### config.mk
export PLATFORM = sky130hd
export DESIGN_NAME = key_conditioner
export DESIGN_NICKNAME = d
export VERILOG_FILES = /design/src/rtl/key_conditioner.sv
export SDC_FILE = /design/constraint.sdc
export NUM_CORES = 1
export LEC_CHECK = 0
export BUFFER_PORTS_ARGS = -buffer_cell sky130_fd_sc_hd__buf_2
export CORE_AREA = 2 2 63 125
export CTS_BUF_LIST = sky130_fd_sc_hd__clkbuf_4 sky130_fd_sc_hd__clkbuf_8
export CTS_CLUSTER_SIZE = 12
export DETAILED_ROUTE_END_ITERATION = 10
export DIE_AREA = 0 0 65 127
export PLACE_DENSITY_LB_ADDON = 0.2
export SLEW_MARGIN = 20
export SYNTH_ARGS = -nofsm -noshare
export SYNTH_HDL_FRONTEND = slang
export SYNTH_SLANG_ARGS = --single-unit
export TNS_END_PERCENT = 10
### constraint.sdc
create_clock -name clk -period 1.95 [get_ports clk]
set_clock_uncertainty 0.1 [all_clocks]
set_input_delay 0.0975 -clock clk [delete_from_list [all_inputs] [get_ports clk]]
set_output_delay 0.0975 -clock clk [all_outputs]
set_load 0.01 [all_outputs]
### src/rtl/key_conditioner.sv
// Pushbutton conditioner: per-key 2-flop synchronizer and 4-state debounce FSM with press/release strobes.
// Define KEY_COND_REPEAT_EN to auto-repeat press_pulse every REPEAT_CYCLES while a key stays held.
module key_conditioner_ch #(
   parameter int DEBOUNCE_CYCLES = 16,
   parameter int REPEAT_CYCLES   = 64
) (
   input  logic clk,
   input  logic reset,
   input  logic i_key_n,
   output logic o_pressed,
   output logic o_press_pulse,
   output logic o_release_pulse
);
   localparam int CW = $clog2(DEBOUNCE_CYCLES + 1);
   // The D-th stable sample is the one that commits, so the stored count tops out at D-1.
   localparam logic [CW-1:0] CNT_LAST = CW'(DEBOUNCE_CYCLES - 1);

   typedef enum logic [1:0] {RELEASED, PRESS_WAIT, PRESSED, RELEASE_WAIT} state_t;

   if (DEBOUNCE_CYCLES < 2) begin : g_bad_db
      $error("DEBOUNCE_CYCLES must be >= 2");
   end
   if (REPEAT_CYCLES < 2) begin : g_bad_rpt
      $error("REPEAT_CYCLES must be >= 2");
   end

   state_t        r_state;
   logic [1:0]    r_sync;
   logic [CW-1:0] r_cnt;
   logic          r_pressed;
   logic          r_press_pulse;
   logic          r_release_pulse;
   logic          w_down;

   assign w_down = ~r_sync[1];

`ifdef KEY_COND_REPEAT_EN
   localparam int RW = $clog2(REPEAT_CYCLES);
   localparam logic [RW-1:0] RPT_LAST = RW'(REPEAT_CYCLES - 1);
   logic [RW-1:0] r_rpt;
`endif

   always_ff @(posedge clk) begin
      if (reset) begin
         r_sync          <= 2'b11;
         r_state         <= RELEASED;
         r_cnt           <= '0;
         r_pressed       <= 1'b0;
         r_press_pulse   <= 1'b0;
         r_release_pulse <= 1'b0;
`ifdef KEY_COND_REPEAT_EN
         r_rpt           <= '0;
`endif
      end else begin
         r_sync          <= {r_sync[0], i_key_n};
         r_press_pulse   <= 1'b0;
         r_release_pulse <= 1'b0;
         case (r_state)
            RELEASED: begin
               if (w_down) begin
                  r_state <= PRESS_WAIT;
                  r_cnt   <= CW'(1);
               end
            end
            PRESS_WAIT: begin
               if (!w_down) begin
                  r_state <= RELEASED;
                  r_cnt   <= '0;
               end else if (r_cnt == CNT_LAST) begin
                  r_state       <= PRESSED;
                  r_cnt         <= '0;
                  r_pressed     <= 1'b1;
                  r_press_pulse <= 1'b1;
`ifdef KEY_COND_REPEAT_EN
                  r_rpt         <= '0;
`endif
               end else begin
                  r_cnt <= r_cnt + 1'b1;
               end
            end
            PRESSED: begin
               if (!w_down) begin
                  r_state <= RELEASE_WAIT;
                  r_cnt   <= CW'(1);
`ifdef KEY_COND_REPEAT_EN
                  r_rpt   <= '0;
               end else if (r_rpt == RPT_LAST) begin
                  r_rpt         <= '0;
                  r_press_pulse <= 1'b1;
               end else begin
                  r_rpt <= r_rpt + 1'b1;
`endif
               end
            end
            RELEASE_WAIT: begin
               if (w_down) begin
                  r_state <= PRESSED;
                  r_cnt   <= '0;
`ifdef KEY_COND_REPEAT_EN
                  r_rpt   <= '0;
`endif
               end else if (r_cnt == CNT_LAST) begin
                  r_state         <= RELEASED;
                  r_cnt           <= '0;
                  r_pressed       <= 1'b0;
                  r_release_pulse <= 1'b1;
               end else begin
                  r_cnt <= r_cnt + 1'b1;
               end
            end
            default: begin
               r_state <= RELEASED;
               r_cnt   <= '0;
            end
         endcase
      end
   end

   assign o_pressed       = r_pressed;
   assign o_press_pulse   = r_press_pulse;
   assign o_release_pulse = r_release_pulse;
endmodule

module key_conditioner #(
   parameter int NUM_KEYS        = 4,
   parameter int DEBOUNCE_CYCLES = 16,
   parameter int REPEAT_CYCLES   = 64
) (
   input  logic                clk,
   input  logic                reset,
   input  logic [NUM_KEYS-1:0] key_n,
   output logic [NUM_KEYS-1:0] pressed,
   output logic [NUM_KEYS-1:0] press_pulse,
   output logic [NUM_KEYS-1:0] release_pulse
);
   for (genvar g = 0; g < NUM_KEYS; g++) begin : g_ch
      key_conditioner_ch #(
         .DEBOUNCE_CYCLES (DEBOUNCE_CYCLES),
         .REPEAT_CYCLES   (REPEAT_CYCLES)
      ) u_ch (
         .clk             (clk),
         .reset           (reset),
         .i_key_n         (key_n[g]),
         .o_pressed       (pressed[g]),
         .o_press_pulse   (press_pulse[g]),
         .o_release_pulse (release_pulse[g])
      );
   end
endmodule

==> results.ini, run 1 <==
[clocking]
cts.sinks = 48
postCtsSetupRepairBufs = 0
cts_resized = 0
path_clk_slew_ns = 0.10
holdBufCountCts = 4
clock_latency_ns = 0.31
cts_buffer_depth = 2
cts_tree = built
numCtsBuffers = 5
clk_root_buffer_cell = clkbuf_8
h-tree-depth = 2

[pwr]
powerDensity_mw_per_mm2 = 769.0
p_leak_uw = 0.0009414
power.total_uw = 1847
ir_drop_v = 0.0003798

[cells_and_area]
fillCellCount = 753
syn_to_final_growth_pct = 11.63
fin_nets = 248
antennaDiodeCount = 0
final_cell_area_mm2 = 0.002401
seqCellArea_um2 = 960.9
finalNonFillerCells = 331
final_layout_size_suffix_gt1_share_pct = 20.50
multi_input_area_mm2 = 0.001021

[critical_path]
crit_path_max_fanout = 7
start_kind = flop
cp_slowest_stage_delay_ns = 0.53
endpoint_kind = flop
regToRegSetupSlack_ns = 0.27
path_class = reg -> reg
cp.required_ns = 2.08
crit_family = simple AND/OR/NAND/NOR gates
cp.arrival_ns = 1.81
cp_cell_sequence = ha_1 > and4b_1 > or4b_4 > o211ai_2
cp.buffers_inverters = 0
cp_slowest_cell = or4b_4

[sta]
slew_viol_final = 0
finalCriticalPeriod_ns = 1.681
hold_viol = 0
slew_headroom_pct = 57.18
max_freq_mhz = 594.9
rsz0062_at_grt = no
period_share_pct = 86.21
setup_viol_count_final = 0
finalSetupTns_ns = 0
worst_slack_ns = 0.2689
tightest_slew_ns = 0.6377

[floorplanning]
ios = 18
core_mm2 = 0.007212
dieArea_mm2 = 0.008255
num_rows = 44
die_h_um = 127
die_w_um = 65
start_util_pct = 29.82

[route]
vias = 1613
drc = 0
dr.first_iter.drc_count = 83
wl_per_cell_um = 12.65
viasPerCell = 4.873
antenna_left = 0
drtPass1Iterations = 4
wl_mm = 4.188

[grt]
grt_util_all_layers_pct = 11.06
grt_max_degree = 19
grt_pass1_wl_mm = 7.127
grt_overflow_total = 0
grt_pass1_vias = 1525
antenna_found_initial = 0

[logic_synthesis]
netlist.area_leader.share_pct = 44.68
ys_ff_latch = 48
syn-mean-instance-area_um2 = 9.351
syn_area_mm2 = 0.002151
syn_inst = 230
yosys_warnings = 0
synth_area_leaders = dfxtp_1 (45%), buf_4 (4.2%), a21oi_1 (3.7%), nand3_1 (3.5%), or2_2 (3.2%)
async_flop_share_pct = 0
ys_seq_area_share_pct = 44.68
synth_edf_count = 0
syn_nets = 240
yosys.area.top_type = dfxtp_1
yosys_most_used_dff = dfxtp_1
yosysUniqueCellTypes = 49

[job]
max_cap_violations = 0

[place]
globalplace.congestion = 0.7192
io_buffers = 17
placed_cell_area_mm2 = 0.002250
placed_cells = 319
post-dp-hpwl_mm = 2.974
place_ws_ns = 0.2762

[worst_hold_path]
hold_class = in -> reg

[outcome]
outcome = finished, final reports clean

## path summary, 6_finish.rpt
path | depth (start not counted) | startpoint | end
hold reg to reg | 1 | g_ch[2].u_ch.r_sync[0] | g_ch[2].u_ch.r_sync[1]
setup / recovery | 4 | g_ch[2].u_ch.r_cnt[0] | g_ch[2].u_ch.r_cnt[3]
hold / removal | 2 | reset | g_ch[3].u_ch.r_cnt[2]
setup reg to reg | 4 | g_ch[2].u_ch.r_cnt[0] | g_ch[2].u_ch.r_cnt[3]
## synthesized netlist by cell type (all sizes together), types with 2 or more instances
| library cell | n |
|---|---|
| dfxtp | 48 |
| a21oi | 16 |
| nand2 | 15 |
| nand3 | 15 |
| clkbuf | 14 |
| buf | 12 |
| or2 | 11 |
| and3 | 8 |
| o21ai | 7 |
| inv | 6 |
| nor3 | 5 |
| a311oi | 4 |
| ha | 4 |
| nand3b | 4 |
| xnor2 | 4 |
| xor2 | 4 |
| and4b | 3 |
| nand2b | 3 |
| nand4 | 3 |
| nand4b | 3 |
| nor2b | 3 |
| nor3b | 3 |
| nor4 | 3 |
| o2111ai | 3 |
| o211a | 3 |
| or3b | 3 |
| a21boi | 2 |
| nor2 | 2 |
| o211ai | 2 |
| or3 | 2 |
| or4b | 2 |
## metal layers
layer	vias to the layer above	GRT usage, %	wire length, um
met3	8	2.113	83
met2	17	20.13	2307
met5	-	0	0
met4	0	6.008	106
met1	754	11.58	1690
li1	834	-	-
## logic make-up (layout without fill, tap and decap cells)
family	after synthesis	in the layout	synth area share (%)
simple gates	91	91	25.71
flops	48	48	44.68
compound gates	47	47	15.30
buf+inv	32	41	7.853
xor+xnor	8	8	4.131
fa+ha+maj	4	4	2.327
## state kept, by name, summed over array words and instances (netlist names), named ones only
signal,count
g_ch.u_ch.o_press_pulse,4
g_ch.u_ch.r_cnt,20
g_ch.u_ch.o_release_pulse,4
g_ch.u_ch.o_pressed,4
g_ch.u_ch.r_sync,8
g_ch.u_ch.r_state,4
## layout by cell type (no fill, tap or decap), drive strengths merged, types with 4 or more instances in the layout
cell type	n
ha	4
dlygate4sd3	4
dfxtp	48
nand2	15
nand3b	4
o21ai	7
nand3	15
xnor2	4
inv	6
and3	8
nor3	5
or2	11
xor2	4
a21oi	16
buf	23
a311oi	4
clkbuf	6
## metrics by stage
stage | util (%) | hold slack (ns)
after detailed placement | 31.19 | 0.1811
after global routing | 33.29 | 0.04828
after global placement | 31.19 | 0.1801
final | 33.29 | 0.02720
after floorplan | - | 0.1013
after CTS | 33.29 | 0.01153
## cell type report
class	instances	area share [%]
well taps	92	4.794
flip-flops and latches	48	40.02
repair buffers	27	7.087
inverters	6	0.9380
multi-input cells	150	42.52
clock inverters	2	1.459
clock buffers	6	3.179
## power breakdown
part	internal, uW	total, uW	switching, uW
Combinational	46.1	94.4	48.3
Sequential	1000	1020	19.4
Clock	395	733	338
No activity file was read; power rests on OpenSTA's default activity.
==> run 2, diff against run 1 <==
PLACE_DENSITY = 0.52   (was not set)
PLACE_DENSITY_LB_ADDON = not set   (was 0.2)
==> run 2 against run 1 <==
Effect of this change: non-clock buffer count is 1 lower; wire length is 6.2% lower; first-iteration DRC count is 36% lower; worst hold slack worse by 0.0053 ns; critical path depth stayed put; sequential share of layout area is 0.36 points higher; critical path type unchanged.
==> results.ini, run 2 (same netlist as run 1, synthesis figures left out) <==
[outcome]
outcome = finished, final reports clean

[worst_hold_path]
hold_class = in -> reg

[critical_path]
path_class = reg -> reg
crit_family = simple AND/OR/NAND/NOR gates
cp.arrival_ns = 1.81  ; about the same
crit_path_max_fanout = 7  ; unchanged
cp_slowest_stage_delay_ns = 0.53  ; about the same
cp.required_ns = 2.08  ; about the same
cp_slowest_cell = or4b_4
start_kind = flop
cp.buffers_inverters = 0  ; unchanged
cp_cell_sequence = ha_1 > and4b_1 > or4b_4 > o211ai_2
endpoint_kind = flop

[clocking]
cts_tree = built
cts_resized = 0  ; unchanged
clk_root_buffer_cell = clkbuf_8
h-tree-depth = 2  ; unchanged
path_clk_slew_ns = 0.09  ; about the same
clock_latency_ns = 0.30  ; about the same
cts_buffer_depth = 2  ; unchanged
numCtsBuffers = 5  ; unchanged
cts.sinks = 48  ; unchanged
postCtsSetupRepairBufs = 0  ; unchanged

[sta]
tightest_slew_ns = 0.6289  ; -0.008747 ns
finalCriticalPeriod_ns = 1.679  ; -0.002108 ns
hold_viol = 0  ; unchanged
slew_viol_final = 0  ; unchanged
setup_viol_count_final = 0  ; unchanged
finalSetupTns_ns = 0  ; unchanged
max_freq_mhz = 595.6  ; +0.13%
period_share_pct = 86.10  ; -0.11 points
rsz0062_at_grt = no
slew_headroom_pct = 57.77  ; +0.59 points
whs_ns = 0.02194  ; -0.005265 ns

[route]
drtPass1Iterations = 4  ; unchanged
dr_wl_met3_um = 91  ; +9.6%
route.met2.wl_mm = 2.046  ; -11%
wl_mm = 3.930  ; -6.2%
wl_per_cell_um = 11.91  ; -5.9%
drc = 0  ; unchanged
viasPerCell = 4.924  ; +1.0%
antenna_left = 0  ; unchanged
dr.first_iter.drc_count = 53  ; -36%
vias = 1625  ; +0.74%
top_layer_used = met4
drt-met1-wl_mm = 1.679  ; -0.65%

[grt]
grt_pass1_wl_mm = 6.734  ; -5.5%
grt_max_degree = 19  ; unchanged
grt_util_all_layers_pct = 10.49  ; -0.58 points
antenna_found_initial = 0  ; unchanged
grt_overflow_total = 0  ; unchanged
grt_pass1_vias = 1530  ; +0.33%

[pwr]
p_leak_uw = 0.0009315  ; -1.1%
ir_drop_v = 0.0003913  ; +3.0%
power.total_uw = 1747  ; -5.4%
powerDensity_mw_per_mm2 = 734.3  ; -4.5%

[place]
post-dp-hpwl_mm = 2.765  ; -7.0%
globalplace.congestion = 0.7334  ; +2.0%
io_buffers = 17  ; unchanged
placed_cells = 318  ; -0.31%

[cells_and_area]
final_common_cell = dfxtp_1
fin_nets = 247  ; -0.40%
syn_to_final_growth_pct = 10.65
largest_reg_flops = 20  ; unchanged
antennaDiodeCount = 0  ; unchanged
finalNonFillerCells = 330  ; -0.30%
final_layout_size_suffix_gt1_share_pct = 20.17  ; -0.33 points
fin_util_pct = 33.00  ; -0.29 points
final_cell_mix = dfxtp_1 (48), buf_2 (17), a21oi_1 (16)
regMostFlops = g_ch.u_ch.r_cnt
largestRegisters = g_ch.u_ch.r_cnt x20, g_ch.u_ch.r_sync x8

[floorplanning]
die_h_um = 127  ; unchanged
die_w_um = 65  ; unchanged
num_rows = 44  ; unchanged
ios = 18  ; unchanged
start_util_pct = 29.82  ; unchanged
dieArea_mm2 = 0.008255  ; unchanged
core_mm2 = 0.007212  ; unchanged

[job]
max_cap_violations = 0  ; unchanged

run 2: changes by cell type in the layout (fill, tap and decap cells not counted):
cell,previous run,this run
buf_4,6,5
bufinv_16,1,0
clkbuf_4,1,2
clkbuf_8,5,6
clkinv_2,1,0
run 2: final cells by class:
class,instances,area (um^2)
Fill cell,758,4832
Multi-Input combinational cell,150,1021
Sequential cell,48,960.9
Timing Repair Buffer,26,162.7
Tap cell,92,115.1
Clock buffer,8,97.59
Inverter,6,22.52
run 2: repair_timing:
action | CTS | global route
hold endpoints to repair | 4 | 0
hold buffers | 4 | 0
setup endpoints to repair | 0 | 0
run 2: worst register-to-register path: stages, from the launching register on:
cell,delay (ns)
dfxtp_1,0.33
ha_1,0.23
and4b_1,0.26
or4b_4,0.53
o211ai_2,0.17
run 2: power breakdown:
| group | internal [uW] | total, uW | switching [uW] |
|---|---|---|---|
| clock network | 318 | 637 | 320 |
| registers | 1000 | 1020 | 20.1 |
| logic | 43.9 | 90.4 | 46.6 |
| total | 1360 | 1750 | 386 |
run 2: worst paths after layout:
path                           from                      to  slack, ns  cells after the start
max           g_ch[2].u_ch.r_cnt[0]   g_ch[2].u_ch.r_cnt[3]       0.27                      4
min                           reset                    flop       0.02                      2
max reg2reg   g_ch[2].u_ch.r_cnt[0]   g_ch[2].u_ch.r_cnt[3]       0.27                      4
min reg2reg  g_ch[0].u_ch.r_sync[0]  g_ch[0].u_ch.r_sync[1]       0.31                      1
run 2: layer usage:
| layer | global-route usage [%] | vias to the layer above |
|---|---|---|
| met2 | 18.56 | 20 |
| met4 | 7.760 | 0 |
| li1 | - | 833 |
| met5 | 0 | - |
| met1 | 10.58 | 766 |
| met3 | 1.937 | 6 |
run 2: per-stage QoR:
| stage | setup slack, ns | instance area [um^2] |
|---|---|---|
| final | 0.2710 | 2380 |
| after floorplan | 0.2991 | 2151 |
| after global placement | 0.3185 | 2242 |
| after global routing | 0.1902 | 2380 |
| after CTS | 0.2698 | 2380 |
| after detailed placement | 0.2789 | 2242 |
==> run 3, diff against run 2 <==
CORE_AREA = 2 2 64 126   (was 2 2 63 125)
DIE_AREA = 0 0 66 128   (was 0 0 65 127)
SYNTH_HIERARCHICAL = 1   (was not set)
==> run 3 against run 2 <==
Effect of this change: synthesized cell count down 4.3%; clock-buffer cell count decreased by 2; global-route usage rose by 0.076 points; die area rose by 2.3%; non-clock buffer count did not move; sequential cell count did not move; sequential share of layout area decreased by 2.9 points; final cell count grew 3.0%; critical endpoint is now g_ch[3].u_ch/r_cnt[3]; largest cell class unchanged.
==> results.ini, run 3 <==
[clocking]
cts_buffer_depth = 2  ; unchanged
clk_root_buffer_cell = clkbuf_8
numCtsBuffers = 5  ; unchanged
path_clk_slew_ns = 0.09  ; about the same
cts.sinks = 48  ; unchanged
cts_resized = 0  ; unchanged
cts_tree = built
clock_latency_ns = 0.31  ; about the same
h-tree-depth = 2  ; unchanged

[route]
wl_mm = 4.113  ; +4.7%
wl_per_cell_um = 12.10  ; +1.6%
dr.first_iter.drc_count = 49  ; -7.5%
viasPerCell = 5.094  ; +3.4%
antenna_left = 0  ; unchanged
vias = 1732  ; +6.6%
drc = 0  ; unchanged
drtPass1Iterations = 4  ; unchanged

[logic_synthesis]
ys_ff_latch = 48  ; unchanged
synth_edf_count = 0  ; unchanged
ys_seq_area_share_pct = 43.84  ; -0.84 points
yosysUniqueCellTypes = 31  ; -37%
yosys_most_used_dff = dfxtp_1
syn_nets = 230  ; -4.2%
synthTopCellsByCount = dfxtp_1 (48), nand2b_1 (12), or2_2 (12)
synth.most_common_cell = dfxtp_1
syn_inst = 220  ; -4.3%
netlist.area_leader.share_pct = 43.84  ; -0.84 points
async_flop_share_pct = 0  ; unchanged
yosys.area.top_type = dfxtp_1
yosys_warnings = 6  ; +6
synth_area_leaders = dfxtp_1 (44%), xnor2_4 (5.0%), nand2b_1 (3.4%), or2_2 (3.4%), nor3b_1 (2.7%)
syn_area_mm2 = 0.002192  ; +1.9%
syn-mean-instance-area_um2 = 9.964  ; +6.6%

[floorplanning]
die_h_um = 128  ; +0.79%
core_mm2 = 0.007545  ; +4.6%
start_util_pct = 29.05  ; -0.77 points
ios = 18  ; unchanged
die_w_um = 66  ; +1.5%
num_rows = 45  ; +2.3%
dieArea_mm2 = 0.008448  ; +2.3%

[sta]
slew_viol_final = 0  ; unchanged
hold_viol = 0  ; unchanged
setup_viol_count_final = 0  ; unchanged
period_share_pct = 87.93  ; +1.8 points
slew_headroom_pct = 47.34  ; -10 points
finalSetupTns_ns = 0  ; unchanged
whs_ns = 0.2761  ; +0.2542 ns
finalCriticalPeriod_ns = 1.715  ; +0.03566 ns
tightest_slew_ns = 0.7898  ; +0.1609 ns
max_freq_mhz = 583.2  ; -2.1%
rsz0062_at_grt = no

[critical_path]
endpoint_kind = flop
cp.arrival_ns = 1.86  ; +0.05 ns
cp.required_ns = 2.09  ; about the same
crit_path_max_fanout = 5  ; -2
path_class = reg -> reg
start_kind = flop

[worst_hold_path]
hold_class = in -> reg

[cells_and_area]
final_cell_area_mm2 = 0.002564  ; +7.7%
regMostFlops = g_ch.u_ch/r_cnt
final_layout_size_suffix_gt1_share_pct = 26.83  ; +6.7 points
largest_reg_flops = 20  ; unchanged
antennaDiodeCount = 0  ; unchanged
fillCellCount = 810  ; +6.9%
syn_to_final_growth_pct = 16.95
final_cell_mix = dfxtp_1 (48), buf_2 (17), or2_2 (12), nand2b_1 (12)
fin_nets = 255  ; +3.2%
largestRegisters = g_ch.u_ch/r_cnt x20, g_ch.u_ch/r_sync x8
final_common_cell = dfxtp_1

[job]
max_cap_violations = 0  ; unchanged

[place]
globalplace.congestion = 0.7305  ; -0.40%
post-dp-hpwl_mm = 2.867  ; +3.7%
io_buffers = 17  ; unchanged
placed_cell_area_mm2 = 0.002402  ; +7.1%

[grt]
grt_overflow_total = 0  ; unchanged
grt_pass1_wl_mm = 7.058  ; +4.8%
grt_max_degree = 48  ; +29
grt_pass1_vias = 1571  ; +2.7%
antenna_found_initial = 0  ; unchanged
grt_util_all_layers_pct = 10.56  ; +0.076 points

[outcome]
outcome = finished, final reports clean

[pwr]
powerDensity_mw_per_mm2 = 738.5  ; +0.58%
power.total_uw = 1893  ; +8.4%
p_leak_uw = 0.0009347  ; +0.34%
ir_drop_v = 0.0004254  ; +8.7%

[run 3: changes by cell type in the layout (fill, tap and decap cells not counted), sizes merged, moves of 5 or more]
cell | previous run | this run
nand3 | 15 | 8
o211ai | 2 | 8
nand2b | 3 | 12
nor2 | 2 | 8
nor3b | 3 | 8
nand4 | 3 | 8
nand2 | 15 | 8
[run 3: path summary, 6_finish.rpt]
kind | to | start | slack [ns] | cells past startpoint
max | g_ch[3].u_ch/r_cnt[3] | g_ch[3].u_ch/r_cnt[0] | 0.24 | 4
min | g_ch[0].u_ch/r_cnt[1] | reset | 0.28 | 2
max reg2reg | g_ch[3].u_ch/r_cnt[3] | g_ch[3].u_ch/r_cnt[0] | 0.24 | 4
min reg2reg | g_ch[2].u_ch/r_sync[1] | g_ch[2].u_ch/r_sync[0] | 0.31 | 1
[run 3: through the flow]
step / util [%] / cells / setup slack [ns]
3_3_place_gp: 31.84 / 328 / 0.2474
2_1_floorplan: - / 220 / 0.3419
6_report: 33.98 / 340 / 0.2354
5_1_grt: 33.98 / 340 / 0.1250
3_5_place_dp: 31.84 / 328 / 0.2491
4_1_cts: 33.98 / 340 / 0.2245
[run 3: routing by layer]
metal	track usage, %	share of wire (%)
met1	11.50	42
met2	18.60	53
met3	2.107	2.0
met4	5.762	2.6
met5	0	0
[run 3: area by class of cell]
type	count	area, um^2	share of cell area (%)
Inverter	4	15.01	0.5857
Timing Repair Buffer	26	162.7	6.345
Clock inverter	2	38.79	1.513
Clock buffer	6	82.58	3.221
Sequential cell	48	960.9	37.48
Multi-Input combinational cell	160	1186	46.27
Tap cell	94	117.6	4.588
[run 3: kinds of logic after synthesis]
logic type | count (synthesis) | synth area share (%)
AO/OA/AOI/OAI | 44 | 14.84
XOR/XNOR | 4 | 5.023
adder cells (fa/ha/maj) | 4 | 2.283
buffers and inverters | 12 | 2.055
flip-flops | 48 | 43.84
AND/OR/NAND/NOR | 108 | 31.96
[run 3: what timing repair did]
action                                  in CTS  in global routing
endpoints found under the setup margin       0                  0
endpoints found under the hold margin        4                  0
hold buffers                                 4                  0
setup buffers                                0                  0
[run 3: critical path, stage by stage (launching register included)]
cell      delay [ns]
dfxtp_1         0.34
ha_1            0.25
and4b_1         0.26
or4b_1          0.53
o211ai_2        0.17
[run 3: where the power goes]
part           switching, uW  internal [uW]  total (uW)
registers               21.7           1000        1020
clock network            341            419         761
logic                   51.5           57.6         109
